<file path="src/rtl/muldiv_unit_if.sv">
// rtl/muldiv_unit_if.sv - issue/result bundle between execute stage and muldiv_unit
interface muldiv_unit_if #(
    parameter int WIDTH = 32
);
    logic             start;
    logic [2:0]       op;
    logic [WIDTH-1:0] a;
    logic [WIDTH-1:0] b;
    logic             clear;
    logic             busy;
    logic             done;
    logic [WIDTH-1:0] hi;
    logic [WIDTH-1:0] lo;

    modport master (output start, op, a, b, clear, input busy, done, hi, lo);
    modport slave  (input start, op, a, b, clear, output busy, done, hi, lo);
endinterface

</file>
<file path="src/rtl/muldiv_unit.sv">
// rtl/muldiv_unit.sv - iterative MULT/MULTU/DIV/DIVU unit with HI/LO registers
// One multiplier/quotient bit per cycle over a shared 2*WIDTH accumulator.
module muldiv_unit #(
    parameter int WIDTH = 32
) (
    input  logic         clk,
    input  logic         reset,
    muldiv_unit_if.slave bus
);
    localparam int CW = $clog2(WIDTH);
    localparam logic [CW-1:0] LAST = CW'(WIDTH - 1);

    localparam logic [2:0] OP_MTHI = 3'b100;
    localparam logic [2:0] OP_MTLO = 3'b101;

    localparam logic [1:0] S_IDLE = 2'd0;
    localparam logic [1:0] S_RUN  = 2'd1;
    localparam logic [1:0] S_FIX  = 2'd2;

    logic [1:0]         r_state;
    logic [CW-1:0]      r_count;
    logic [2*WIDTH-1:0] r_acc;
    logic [WIDTH-1:0]   r_opnd;
    logic               r_is_div;
    logic               r_neg_res;
    logic               r_neg_rem;
    logic               r_div0;
    logic [WIDTH-1:0]   r_hi;
    logic [WIDTH-1:0]   r_lo;
    logic               r_busy;
    logic               r_done;

    logic               w_is_muldiv;
    logic               w_a_neg;
    logic               w_b_neg;
    logic [WIDTH-1:0]   w_a_abs;
    logic [WIDTH-1:0]   w_b_abs;
    logic [WIDTH:0]     w_mul_sum;
    logic [2*WIDTH-1:0] w_mul_next;
    logic [WIDTH:0]     w_trial;
    logic [2*WIDTH-1:0] w_div_next;
    logic [2*WIDTH-1:0] w_prod;
    logic [WIDTH-1:0]   w_quot;
    logic [WIDTH-1:0]   w_rem;

    always_comb begin
        w_is_muldiv = ~bus.op[2];
        // op[0]=0 selects the signed variant of both MULT and DIV
        w_a_neg     = ~bus.op[0] & bus.a[WIDTH-1];
        w_b_neg     = ~bus.op[0] & bus.b[WIDTH-1];
        w_a_abs     = w_a_neg ? -bus.a : bus.a;
        w_b_abs     = w_b_neg ? -bus.b : bus.b;

        // Multiply: upper half accumulates, lower half shifts the multiplier out
        w_mul_sum   = {1'b0, r_acc[2*WIDTH-1:WIDTH]} + (r_acc[0] ? {1'b0, r_opnd} : '0);
        w_mul_next  = {w_mul_sum, r_acc[WIDTH-1:1]};

        // Divide: upper half is the partial remainder, lower half dividend/quotient
        w_trial     = r_acc[2*WIDTH-1:WIDTH-1] - {1'b0, r_opnd};
        w_div_next  = w_trial[WIDTH] ? {r_acc[2*WIDTH-2:0], 1'b0}
                                     : {w_trial[WIDTH-1:0], r_acc[WIDTH-2:0], 1'b1};

        // With a zero divisor the remainder ends as |a|; sign-correcting it restores a
        w_prod      = r_neg_res ? -r_acc : r_acc;
        w_quot      = r_div0 ? '1 : (r_neg_res ? -r_acc[WIDTH-1:0] : r_acc[WIDTH-1:0]);
        w_rem       = r_neg_rem ? -r_acc[2*WIDTH-1:WIDTH] : r_acc[2*WIDTH-1:WIDTH];
    end

    always_ff @(posedge clk or negedge reset) begin
        if (!reset) begin
            r_state   <= S_IDLE;
            r_count   <= '0;
            r_acc     <= '0;
            r_opnd    <= '0;
            r_is_div  <= 1'b0;
            r_neg_res <= 1'b0;
            r_neg_rem <= 1'b0;
            r_div0    <= 1'b0;
            r_hi      <= '0;
            r_lo      <= '0;
            r_busy    <= 1'b0;
            r_done    <= 1'b0;
        end else begin
            r_done <= 1'b0;
            case (r_state)
                S_IDLE: begin
                    if (bus.start && !bus.clear) begin
                        if (w_is_muldiv) begin
                            r_state   <= S_RUN;
                            r_count   <= '0;
                            r_busy    <= 1'b1;
                            r_is_div  <= bus.op[1];
                            r_neg_res <= w_a_neg ^ w_b_neg;
                            r_neg_rem <= w_a_neg;
                            r_div0    <= bus.op[1] & (bus.b == '0);
                            r_acc     <= {{WIDTH{1'b0}}, (bus.op[1] ? w_a_abs : w_b_abs)};
                            r_opnd    <= bus.op[1] ? w_b_abs : w_a_abs;
                        end else if (bus.op == OP_MTHI) begin
                            r_hi <= bus.a;
                        end else if (bus.op == OP_MTLO) begin
                            r_lo <= bus.a;
                        end
                    end
                end
                S_RUN: begin
                    if (bus.clear) begin
                        r_state <= S_IDLE;
                        r_count <= '0;
                        r_busy  <= 1'b0;
                    end else begin
                        r_acc <= r_is_div ? w_div_next : w_mul_next;
                        if (r_count == LAST) begin
                            r_state <= S_FIX;
                            r_count <= '0;
                        end else begin
                            r_count <= r_count + 1'b1;
                        end
                    end
                end
                S_FIX: begin
                    r_state <= S_IDLE;
                    r_busy  <= 1'b0;
                    if (!bus.clear) begin
                        r_done <= 1'b1;
                        if (r_is_div) begin
                            r_hi <= w_rem;
                            r_lo <= w_quot;
                        end else begin
                            r_hi <= w_prod[2*WIDTH-1:WIDTH];
                            r_lo <= w_prod[WIDTH-1:0];
                        end
                    end
                end
                default: begin
                    r_state <= S_IDLE;
                    r_count <= '0;
                    r_busy  <= 1'b0;
                end
            endcase
        end
    end

    assign bus.busy = r_busy;
    assign bus.done = r_done;
    assign bus.hi   = r_hi;
    assign bus.lo   = r_lo;
endmodule

</file>
<file path="src/flat_wrapper.sv">
// flat-port wrapper written by rule: the top's interface ports become plain ports
module muldiv_unit_flat 
#(
    parameter int WIDTH = 32
)
  (clk, reset, bus_start, bus_op, bus_a, bus_b, bus_clear, bus_busy, bus_done, bus_hi, bus_lo);
  muldiv_unit_if #(.WIDTH(WIDTH)) bus_i ();
  input  logic clk;
  input  logic reset;
  input wire logic [$bits(bus_i.start)-1:0] bus_start;
  input wire logic [$bits(bus_i.op)-1:0] bus_op;
  input wire logic [$bits(bus_i.a)-1:0] bus_a;
  input wire logic [$bits(bus_i.b)-1:0] bus_b;
  input wire logic [$bits(bus_i.clear)-1:0] bus_clear;
  output wire logic [$bits(bus_i.busy)-1:0] bus_busy;
  output wire logic [$bits(bus_i.done)-1:0] bus_done;
  output wire logic [$bits(bus_i.hi)-1:0] bus_hi;
  output wire logic [$bits(bus_i.lo)-1:0] bus_lo;
  assign bus_i.start = bus_start;
  assign bus_i.op = bus_op;
  assign bus_i.a = bus_a;
  assign bus_i.b = bus_b;
  assign bus_i.clear = bus_clear;
  assign bus_busy = bus_i.busy;
  assign bus_done = bus_i.done;
  assign bus_hi = bus_i.hi;
  assign bus_lo = bus_i.lo;
  muldiv_unit #(.WIDTH(WIDTH)) u_core (.clk(clk), .reset(reset), .bus(bus_i));
endmodule
</file>
<file path="config.mk">
export PLATFORM = sky130hd
export DESIGN_NAME = muldiv_unit_flat
export DESIGN_NICKNAME = d
export VERILOG_FILES = /design/src/rtl/muldiv_unit_if.sv /design/src/rtl/muldiv_unit.sv /design/src/flat_wrapper.sv
export SDC_FILE = /design/constraint.sdc
export NUM_CORES = 1
export LEC_CHECK = 0
export ABC_AREA = 1
export BUFFER_PORTS_ARGS = -buffer_cell sky130_fd_sc_hd__buf_2
export CORE_AREA = 2 2 215 217
export DETAILED_ROUTE_END_ITERATION = 10
export DIE_AREA = 0 0 217 219
export GPL_TIMING_DRIVEN = 0
export PLACE_DENSITY = 0.65
export SLEW_MARGIN = 25
export SYNTH_ARGS = -nofsm -noshare
export SYNTH_HDL_FRONTEND = slang
export SYNTH_SLANG_ARGS = --single-unit
</file>
<file path="constraint.sdc">
create_clock -name clk -period 6.07 [get_ports clk]
set_clock_uncertainty 0.2 [all_clocks]
set_input_delay 0.3035 -clock clk [delete_from_list [all_inputs] [get_ports clk]]
set_output_delay 0.3035 -clock clk [all_outputs]
set_load 0.005 [all_outputs]
</file>
**After elaboration in Yosys (flattened, before gate mapping)**

Index checks and enable logic that the tools add are counted.
Widths: inputs -> output; s select.

- Word-level logic and storage cells: 99
- Input port bits: 71
- Output and inout bits: 66
- Flip-flop bits (word level): 173

- Reductions and logical operators: 13
- Bitwise operators: 7
- Equality and inequality tests: 15
- Add/sub/neg operators: 8
- Multiplexer cells: 44

Operator list:

| kind | number |
|---|---|
| $mux 32 | 19 |
| $mux 64 | 6 |
| $neg 32->32 | 4 |
| $pmux 32 s2 | 2 |
| $pmux 64 s2 | 1 |
| $neg 64->64 | 1 |
| $add 32x33->33 | 1 |
| $sub 33x32->33 | 1 |
| $logic_not 32->1 | 1 |
| $mux 5 | 4 |
| $pmux 5 s3 | 1 |
| $ne 2x2->1 const B | 6 |
| $reduce_and 3->1 | 4 |
| $mux 2 | 4 |
| $eq 3x3->1 const B | 2 |
| $ne 2x1->1 const B | 3 |
| $reduce_and 6->1 | 1 |
| $add 5x1->5 const B | 1 |
| $eq 5x5->1 const B | 1 |
| $mux 1 | 5 |
| $reduce_and 5->1 | 1 |
| $pmux 2 s2 | 1 |
| $reduce_and 4->1 | 1 |
| $reduce_bool 2->1 | 2 |
| other kinds (10) | 14 |

**Depth between registers and ports, before layout**

Gate-level depths: netlist (run 1).

- Depth after elaboration: 7
- Mapped depth: 22
- Gate-level depth less buffers: 20

**Worst setup path before layout (run 1)**

Ideal clock, no wire load.

- Path type: flip-flop to flip-flop
- Start: reg u_core.r_acc[0]
- End: reg u_core.r_acc[61]
- Buffers on the path: 2
- Period minus slack after synthesis: 2.703 ns
- Setup slack: 3.367 ns
- Data required time: 5.754 ns
- Arrival time: 2.386 ns
- Cell stages (with the launch flop): 22
- Setup time: 0.116 ns
- Cell sequence: dfrtp_1 > buf_6 > clkbuf_1 > nand2_1 > inv_1 > ha_1 > inv_1 > fa_1 > inv_1 > nand3_1 > nand3_1 > nand2_1 > nand2_1 > nand2_1 > nand2_1 > nand2_1 > nand3_1 > nand3_1 > nand2_1 > inv_1 > nand2_1 > nand2_1

- Cells in the longest elaborated chain, start to end: 5

Ends and longest elaborated chain:

| what | line | source |
|---|---|---|
| from (decl) | muldiv_unit.sv:22 | `logic [2*WIDTH-1:0] r_acc;` |
| from (signal assigned) | muldiv_unit.sv:96 | `r_acc <= {{WIDTH{1'b0}}, (bus.op[1] ? w_a_abs : w_b_abs)};` |
| from (signal assigned) | muldiv_unit.sv:111 | `r_acc <= r_is_div ? w_div_next : w_mul_next;` |
| $mux 32 | muldiv_unit.sv:55 | `w_mul_sum = {1'b0, r_acc[2*WIDTH-1:WIDTH]} + (r_acc[0] ? {1'b0, r_opnd} : '0);` |
| $add 32x33->33 | muldiv_unit.sv:55 |  |
| $mux 64 | muldiv_unit.sv:111 |  |
| $mux 64 | muldiv_unit.sv:106 | `if (bus.clear) begin` |
| $pmux 64 s2 | muldiv_unit.sv:85 | `case (r_state)` |

No other way between the ends. The select of a mux whose other input is x is not followed.
A chain may end at the register's enable or synchronous reset.

**Worst setup path in the final report (run 1)**

- Start: reg u_core.r_acc[0]
- End: reg u_core.r_acc[45]

Same word-level chain as after synthesis.

==> results of run 1 <==
==> registers in the layout, indices dropped and copies added (netlist names), 2 cells and up <==
| signal | cells |
|---|---|
| u_core.bus.hi | 32 |
| u_core.r_state | 2 |
| u_core.r_count | 5 |
| u_core.r_opnd | 32 |
| u_core.r_acc | 64 |
| u_core.bus.lo | 32 |
==> cells by family after synthesis <==
kind of cell / after synthesis / share of synthesized area (%)
AND/OR/NAND/NOR: 1938 / 42.92
buffers and inverters: 600 / 12.53
AO/OA/AOI/OAI: 457 / 13.74
flip-flops: 173 / 23.04
adder cells (fa/ha/maj): 72 / 4.875
XOR/XNOR: 62 / 2.890
==> cell type report <==
type,instances,share of cell area [%]
Tap cell,600,3.595
Multi-Input combinational cell,2529,57.96
Sequential cell,173,20.73
Timing Repair Buffer,139,3.535
Buffer,102,2.319
Clock inverter,14,0.8568
Inverter,498,8.951
Clock buffer,18,2.055
==> timing repair <==
item                      4_1_cts  5_1_grt
gates resized for setup         0        0
hold endpoints to repair       86        0
hold buffers                    2        0
==> routing by layer <==
metal	vias up	global-route usage, %	part of all wire, %
met5	-	0	0
met4	0	18.47	5.9
met3	220	8.150	10
met2	1164	54.79	42
met1	10470	49.21	42
li1	10820	-	-
==> cell usage after synthesis, types with 9 or more instances <==
| cell type | n |
|---|---|
| o21ai_0 | 149 |
| o221ai_1 | 11 |
| a21oi_1 | 193 |
| nor2_1 | 456 |
| buf_2 | 39 |
| a22oi_1 | 14 |
| nand4_1 | 45 |
| xnor2_1 | 14 |
| o21bai_1 | 9 |
| buf_1 | 9 |
| a31oi_1 | 15 |
| o211ai_1 | 35 |
| inv_1 | 482 |
| nand3_1 | 306 |
| nand2_2 | 13 |
| inv_2 | 14 |
| clkbuf_1 | 47 |
| xor2_1 | 48 |
| ha_1 | 70 |
| dfrtp_1 | 173 |
| nand2_1 | 1027 |
| nor3_1 | 42 |
==> how the worst max path moves through the flow <==
stage                                          to  slack (ps)  depth (start not counted)
finish               u_core.r_acc[45]$_DFFE_PN0P_        2330                         19
CTS                  u_core.r_acc[45]$_DFFE_PN0P_        2440                         19
floorplan            u_core.r_acc[61]$_DFFE_PN0P_        3370                         21
detailed placement   u_core.r_acc[45]$_DFFE_PN0P_        2480                         19
global placement    u_core.r_count[3]$_DFFE_PN0P_        1520                          1
global route         u_core.r_acc[45]$_DFFE_PN0P_        2140                         19
==> power by group through the flow <==
stage	logic [mW]	clock network (mW)	registers (mW)
4_1_cts	5.81	1.21	2.17
2_1_floorplan	4.07	0	1.84
6_report	5.94	1.20	2.22
3_3_place_gp	5.78	0	2.19
5_1_grt	6.61	1.24	2.22
3_5_place_dp	5.77	0	2.19
==> placed cells by master, fill, tap and decap left out, types with 4 or more instances in the layout <==
master	count
o221ai_1	11
o31ai_1	7
o21ai_0	149
buf_1	9
clkbuf_16	17
nand2_1	1027
buf_6	7
a21o_1	5
nor2_2	8
nor2_4	6
clkbuf_1	48
and2_1	8
nand4_1	45
ha_1	70
a31oi_1	15
nand2_2	13
or2_2	5
a21boi_0	4
nor3_1	42
o21ai_1	4
nand2_4	7
o211ai_1	35
inv_6	5
nor2_1	456
nand3b_1	7
dfrtp_1	173
nand3_1	306
a21oi_1	193
xor2_1	48
inv_1	482
o21bai_1	9
inv_2	14
a22oi_1	14
xnor2_1	14
buf_2	174
==> critical path, delay by kind of cell (launching register included) <==
kind            cells  cell delay [ps]
flops               1              340
fa+ha+maj           2              750
simple gates        9              980
xor+xnor            1              140
compound gates      1              280
buf+inv             6              920
==> per-stage QoR <==
stage / hold WS (ps) / setup WS [ps] / power, mW / instances
6_report: 27.77 / 2333 / 9.357 / 4073
5_1_grt: 34.95 / 2136 / 10.07 / 4073
4_1_cts: 9.362 / 2435 / 9.184 / 4073
3_5_place_dp: 152.3 / 2475 / 7.965 / 4039
3_3_place_gp: 266.1 / 1521 / 7.975 / 4038
2_1_floorplan: -192.1 / 3367 / 5.910 / 3302
==> results.yml, run 1 <==
sta:
  max_freq_mhz: 267.6
  slew_headroom_pct: 43.62
  finalCritPeriodShare_pct: 61.57
  finalSetupViolCount: 0
  worst_slew_pin_slew_ps: 845.7
  finalSetupTns_ps: 0
  drv_slew: 0
  rsz0062_at_grt: "false"
  finalHoldViolCount: 0
  post-route-min-period_ps: 3737
setup_path:
  reg2reg_to: "u_core.r_acc[45]$_DFFE_PN0P_"
  cp-startpoint: "u_core.r_acc[0]$_DFFE_PN0P_"
  end_kind: "register"
  cpMostUsedCell: "nand2_1"
  worstPathRequired_ps: 6220
  worstPathArrival_ps: 3880
  path_cells: "buf_6 -> clkbuf_1 -> nand2_1 -> inv_1 -> ha_1 -> inv_1 -> fa_1 -> inv_1 -> nand3_1 -> nand3_1 -> nand2_1 -> nand2_1 -> nand2_1 -> nand2_1 -> xor2_1 -> o21ai_0 -> inv_1 -> nand2_1 -> nand2_1"
  r2r_cells: 19
  path_max_fanout: 10
  r2r-start: "u_core.r_acc[0]$_DFFE_PN0P_"
  cpPeakStageDelay_ps: 450
  startpoint_type: "register"
  slowest_stage: "fa_1"
  r2r_slack_ps: 2330
  crit_type: "reg2reg"
die:
  die-area_um2: 47520
  row_count: 78
  start_util_pct: 41.67
  core_um2: 45090
  die_w_um: 217
  die-height_um: 219
  io_pins: 137
yosys:
  ys_ff_latch: 173
  syn_avg_cell_area_um2: 5.690
  ys_seq_area_share_pct: 23.04
  async_flop_share_pct: 100.0
  synth_flop_cell: "dfrtp_1"
  syn_area_um2: 18790
  synth_fp_nets: 3445
  syn_inst: 3302
  synth_top_area_share_pct: 23.04
  synth_edf_count: 0
  ys_warn_count: 0
  post-synth-top-area-cell: "dfrtp_1"
  ys_top_cells_by_area: "dfrtp_1 (23%), nand2_1 (21%), inv_1 (9.6%)"
  synth_cell_types: 46
power:
  clock_power_share_pct: 12.8
  switching_power_mw: 5.280
  p_comb_share_pct: 63.5
  power.share.switching_pct: 56.42
  peakVddDrop_v: 0.0002436
  p_per_area_nw_per_um2: 448.1
  internal-power_mw: 4.077
  p_leak_nw: 11.39
  p_seq_share_pct: 23.7
min_path:
  hp-start: "bus_a[0]"
  hold_path_class: "in2reg"
  min_delay_worst_endpoint: "u_core.bus.hi[0]$_DFFE_PN0P_"
  hold_depth: 3
detailed_routing:
  wirelength_um: 86840
  ant_nets: 0
  via_per_inst: 5.565
  routedWlPerCell_um: 21.32
  drcViolationCount: 0
  firstDrtPassIters: 6
  first_iter_violations: 2446
  num_vias: 22670
global_route:
  antenna_found_initial: 1
  grt_pass1_wl_um: 129300
  grt_max_degree: 89
  grt_pass1_vias: 20860
  grt_overflow: 0
  grt_usage_pct: 36.51
cts:
  path_clk_slew_ps: 70
  clk_latency_ps: 470
  cts_tree: "done"
  cts_sinks: 173
  cts_root_buf: "clkbuf_16"
  clockBufferDepth: 2
  htreeDepth: 4
  cts_buffers: 17
  cts_setup_buffers: 0
status:
  outcome: "finished clean"
place:
  place_area_um2: 20260
  numPortBuffers: 136
  gp_congestion: 1.051
  hpwl_um: 72060
finish:
  antenna_cells: 0
  post-route-cell-area_um2: 20880
  multi_input_area_um2: 12100
  fin_util_pct: 46.32
  drive_above_1_share_pct: 7.947
  nFillCells: 5125
  synthToLayoutAreaGrowth_pct: 11.16
  nNetsFinal: 3603
  seq_area_um2: 4329
run:
  drv_cap: 0
(Power assumes the default switching activity.)
==> run 2, diff against run 1 <==
--- a/config.mk
+++ b/config.mk
@@ -11,7 +11,7 @@
 export DETAILED_ROUTE_END_ITERATION = 10
 export DIE_AREA = 0 0 217 219
 export GPL_TIMING_DRIVEN = 0
-export PLACE_DENSITY = 0.65
+export PLACE_DENSITY = 0.67
 export SLEW_MARGIN = 25
 export SYNTH_ARGS = -nofsm -noshare
 export SYNTH_HDL_FRONTEND = slang
==> constraint.sdc (replaced) <==
create_clock -name clk -period 3.2 [get_ports clk]
set_clock_uncertainty 0.2 [all_clocks]
set_input_delay 0.16 -clock clk [delete_from_list [all_inputs] [get_ports clk]]
set_output_delay 0.16 -clock clk [all_outputs]
set_load 0.005 [all_outputs]
==> results.yml, run 2 (same netlist as run 1, synthesis figures left out) <==
sta:
  hold_slack_ps: 24.30
  worst_slew_pin_slew_ps: 822.3
  finalHoldViolCount: 0
  max_freq_mhz: 325.1
  finalSetupViolCount: 0
  rsz0062_at_grt: "false"
  drv_slew: 0
  slew_headroom_pct: 45.18
  setup_ws_ps: 123.7
  post-route-min-period_ps: 3076
  finalCritPeriodShare_pct: 96.13
min_path:
  hold_path_class: "in2reg"
run:
  drv_cap: 0
detailed_routing:
  drcViolationCount: 0
  routedWlPerCell_um: 20.60
  wirelength_um: 84700
  first_iter_violations: 2952
  ant_nets: 0
  firstDrtPassIters: 6
  num_vias: 23060
  via_per_inst: 5.608
global_route:
  grt_max_degree: 75
  grt_usage_pct: 35.48
  grt_overflow: 0
  grt_pass1_vias: 20750
  grt_pass1_wl_um: 126000
  antenna_found_initial: 0
finish:
  antenna_cells: 0
  nFillCells: 5055
  largest_reg_flops: 64
  mostFrequentLayoutCell: "nand2_1"
  synthToLayoutAreaGrowth_pct: 13.76
  largest-register: "u_core.r_acc"
  nNetsFinal: 3642
  instances_no_fill: 4112
  final_cell_mix: "nand2_1 (1023), inv_1 (482), nor2_1 (456)"
  drive_above_1_share_pct: 8.286
cts:
  cts_buffers: 17
  cts_tree: "done"
  path_clk_slew_ps: 80
  htreeDepth: 4
  cts_sinks: 173
  clk_latency_ps: 490
  cts_root_buf: "clkbuf_16"
  clockBufferDepth: 2
setup_path:
  worstPathRequired_ps: 3370
  end_kind: "register"
  startpoint_type: "register"
  worstPathArrival_ps: 3240
  crit_type: "reg2reg"
  path_max_fanout: 10
place:
  numPortBuffers: 136
  pre_cts_ws_ps: -326.1
  gp_congestion: 1.065
  place_inst: 4040
  hpwl_um: 69770
die:
  start_util_pct: 41.67
  io_pins: 137
  die_w_um: 217
  die-area_um2: 47520
  core_um2: 45090
  row_count: 78
  die-height_um: 219
status:
  outcome: "finished clean"
power:
  peakVddDrop_v: 0.0005122
  p_total_mw: 17.76
  p_leak_nw: 11.60
  p_per_area_nw_per_um2: 830.8
-- run 2: changes by cell type in the layout (fill, tap and decap cells not counted), moves of 3 or more --
cell,change
nand2_2,+4
clkbuf_1,-3
nand2_1,-4
dlygate4sd3_1,+36
inv_6,-4
-- run 2: layout make-up --
cell class                 count  area [um^2]  share of cell area, %
sequential                   173         4329                  20.26
buffer                       101        491.7                  2.301
clock buffer                  20        456.7                  2.137
clock inverter                12        180.2                 0.8430
inverter                     498         1869                  8.747
timing repair buffer         179         1161                  5.433
multi-input combinational   2529        12130                  56.77
tap                          600        750.7                  3.513
-- run 2: worst max-delay path, cell delays in order, from the launching register on --
cell and delay, ps:
dfrtp_1 540, inv_1 220, fa_1 460, inv_1 160, nand3_1 100, nand2_2 160, nand2_2 80, nand2_4 120
nand2_4 60, nand2_4 70, nand2_4 70, nand3_1 120, nand2_4 80, buf_6 140, nand2_1 50, nand3_1 140
nand2_1 110, nand2_1 50
-- run 2: power breakdown --
part	total (mW)	internal [mW]	switching, mW	leakage, nW
clock	2.33	1.30	1.04	0.313
sequential	4.19	2.84	1.35	2.09
combinational	11.2	3.73	7.51	9.20
-- run 2: what timing repair did --
item                                    CTS  global route
endpoints found under the setup margin   11            22
hold endpoints to repair                206             0
gates resized for setup                   0            16
buffers inserted                          0             2
hold buffers                             39             0
-- run 2: routing by layer --
metal / vias up / routed length (um) / share of wire [%] / global-route usage (%)
met1: 10570 / 34630 / 41 / 47.61
met3: 248 / 9164 / 11 / 7.443
met5: - / 0 / 0 / 0
met4: 0 / 4813 / 5.7 / 17.37
met2: 1340 / 36090 / 43 / 54.11
li1: 10900 / - / - / -
-- run 2: worst paths after layout --
path                                               startpoint                            end  slack, ps  cells after the start
worst max-delay path             u_core.r_acc[32]$_DFFE_PN0P_   u_core.r_acc[62]$_DFFE_PN0P_        120                     17
worst min-delay path                                bus_b[22]  u_core.r_opnd[22]$_DFFE_PN0P_         20                      5
worst max register to register   u_core.r_acc[32]$_DFFE_PN0P_   u_core.r_acc[62]$_DFFE_PN0P_        120                     17
worst min register to register  u_core.bus.lo[15]$_DFFE_PN0P_  u_core.bus.lo[15]$_DFFE_PN0P_        280                      2
max in group asynchronous                               reset      u_core.r_div0$_DFFE_PN0P_       2330                      3
min in group asynchronous                               reset  u_core.bus.hi[16]$_DFFE_PN0P_         50                      3
-- run 2: through the flow --
step | util, % | TNS [ps] | area, um^2
floorplan | - | 0 | 18790
global placement | 44.84 | -194240 | 20220
detailed placement | 44.99 | -1683 | 20280
CTS | 47.28 | 0 | 21320
global route | 47.40 | 0 | 21370
finish | 47.40 | 0 | 21370
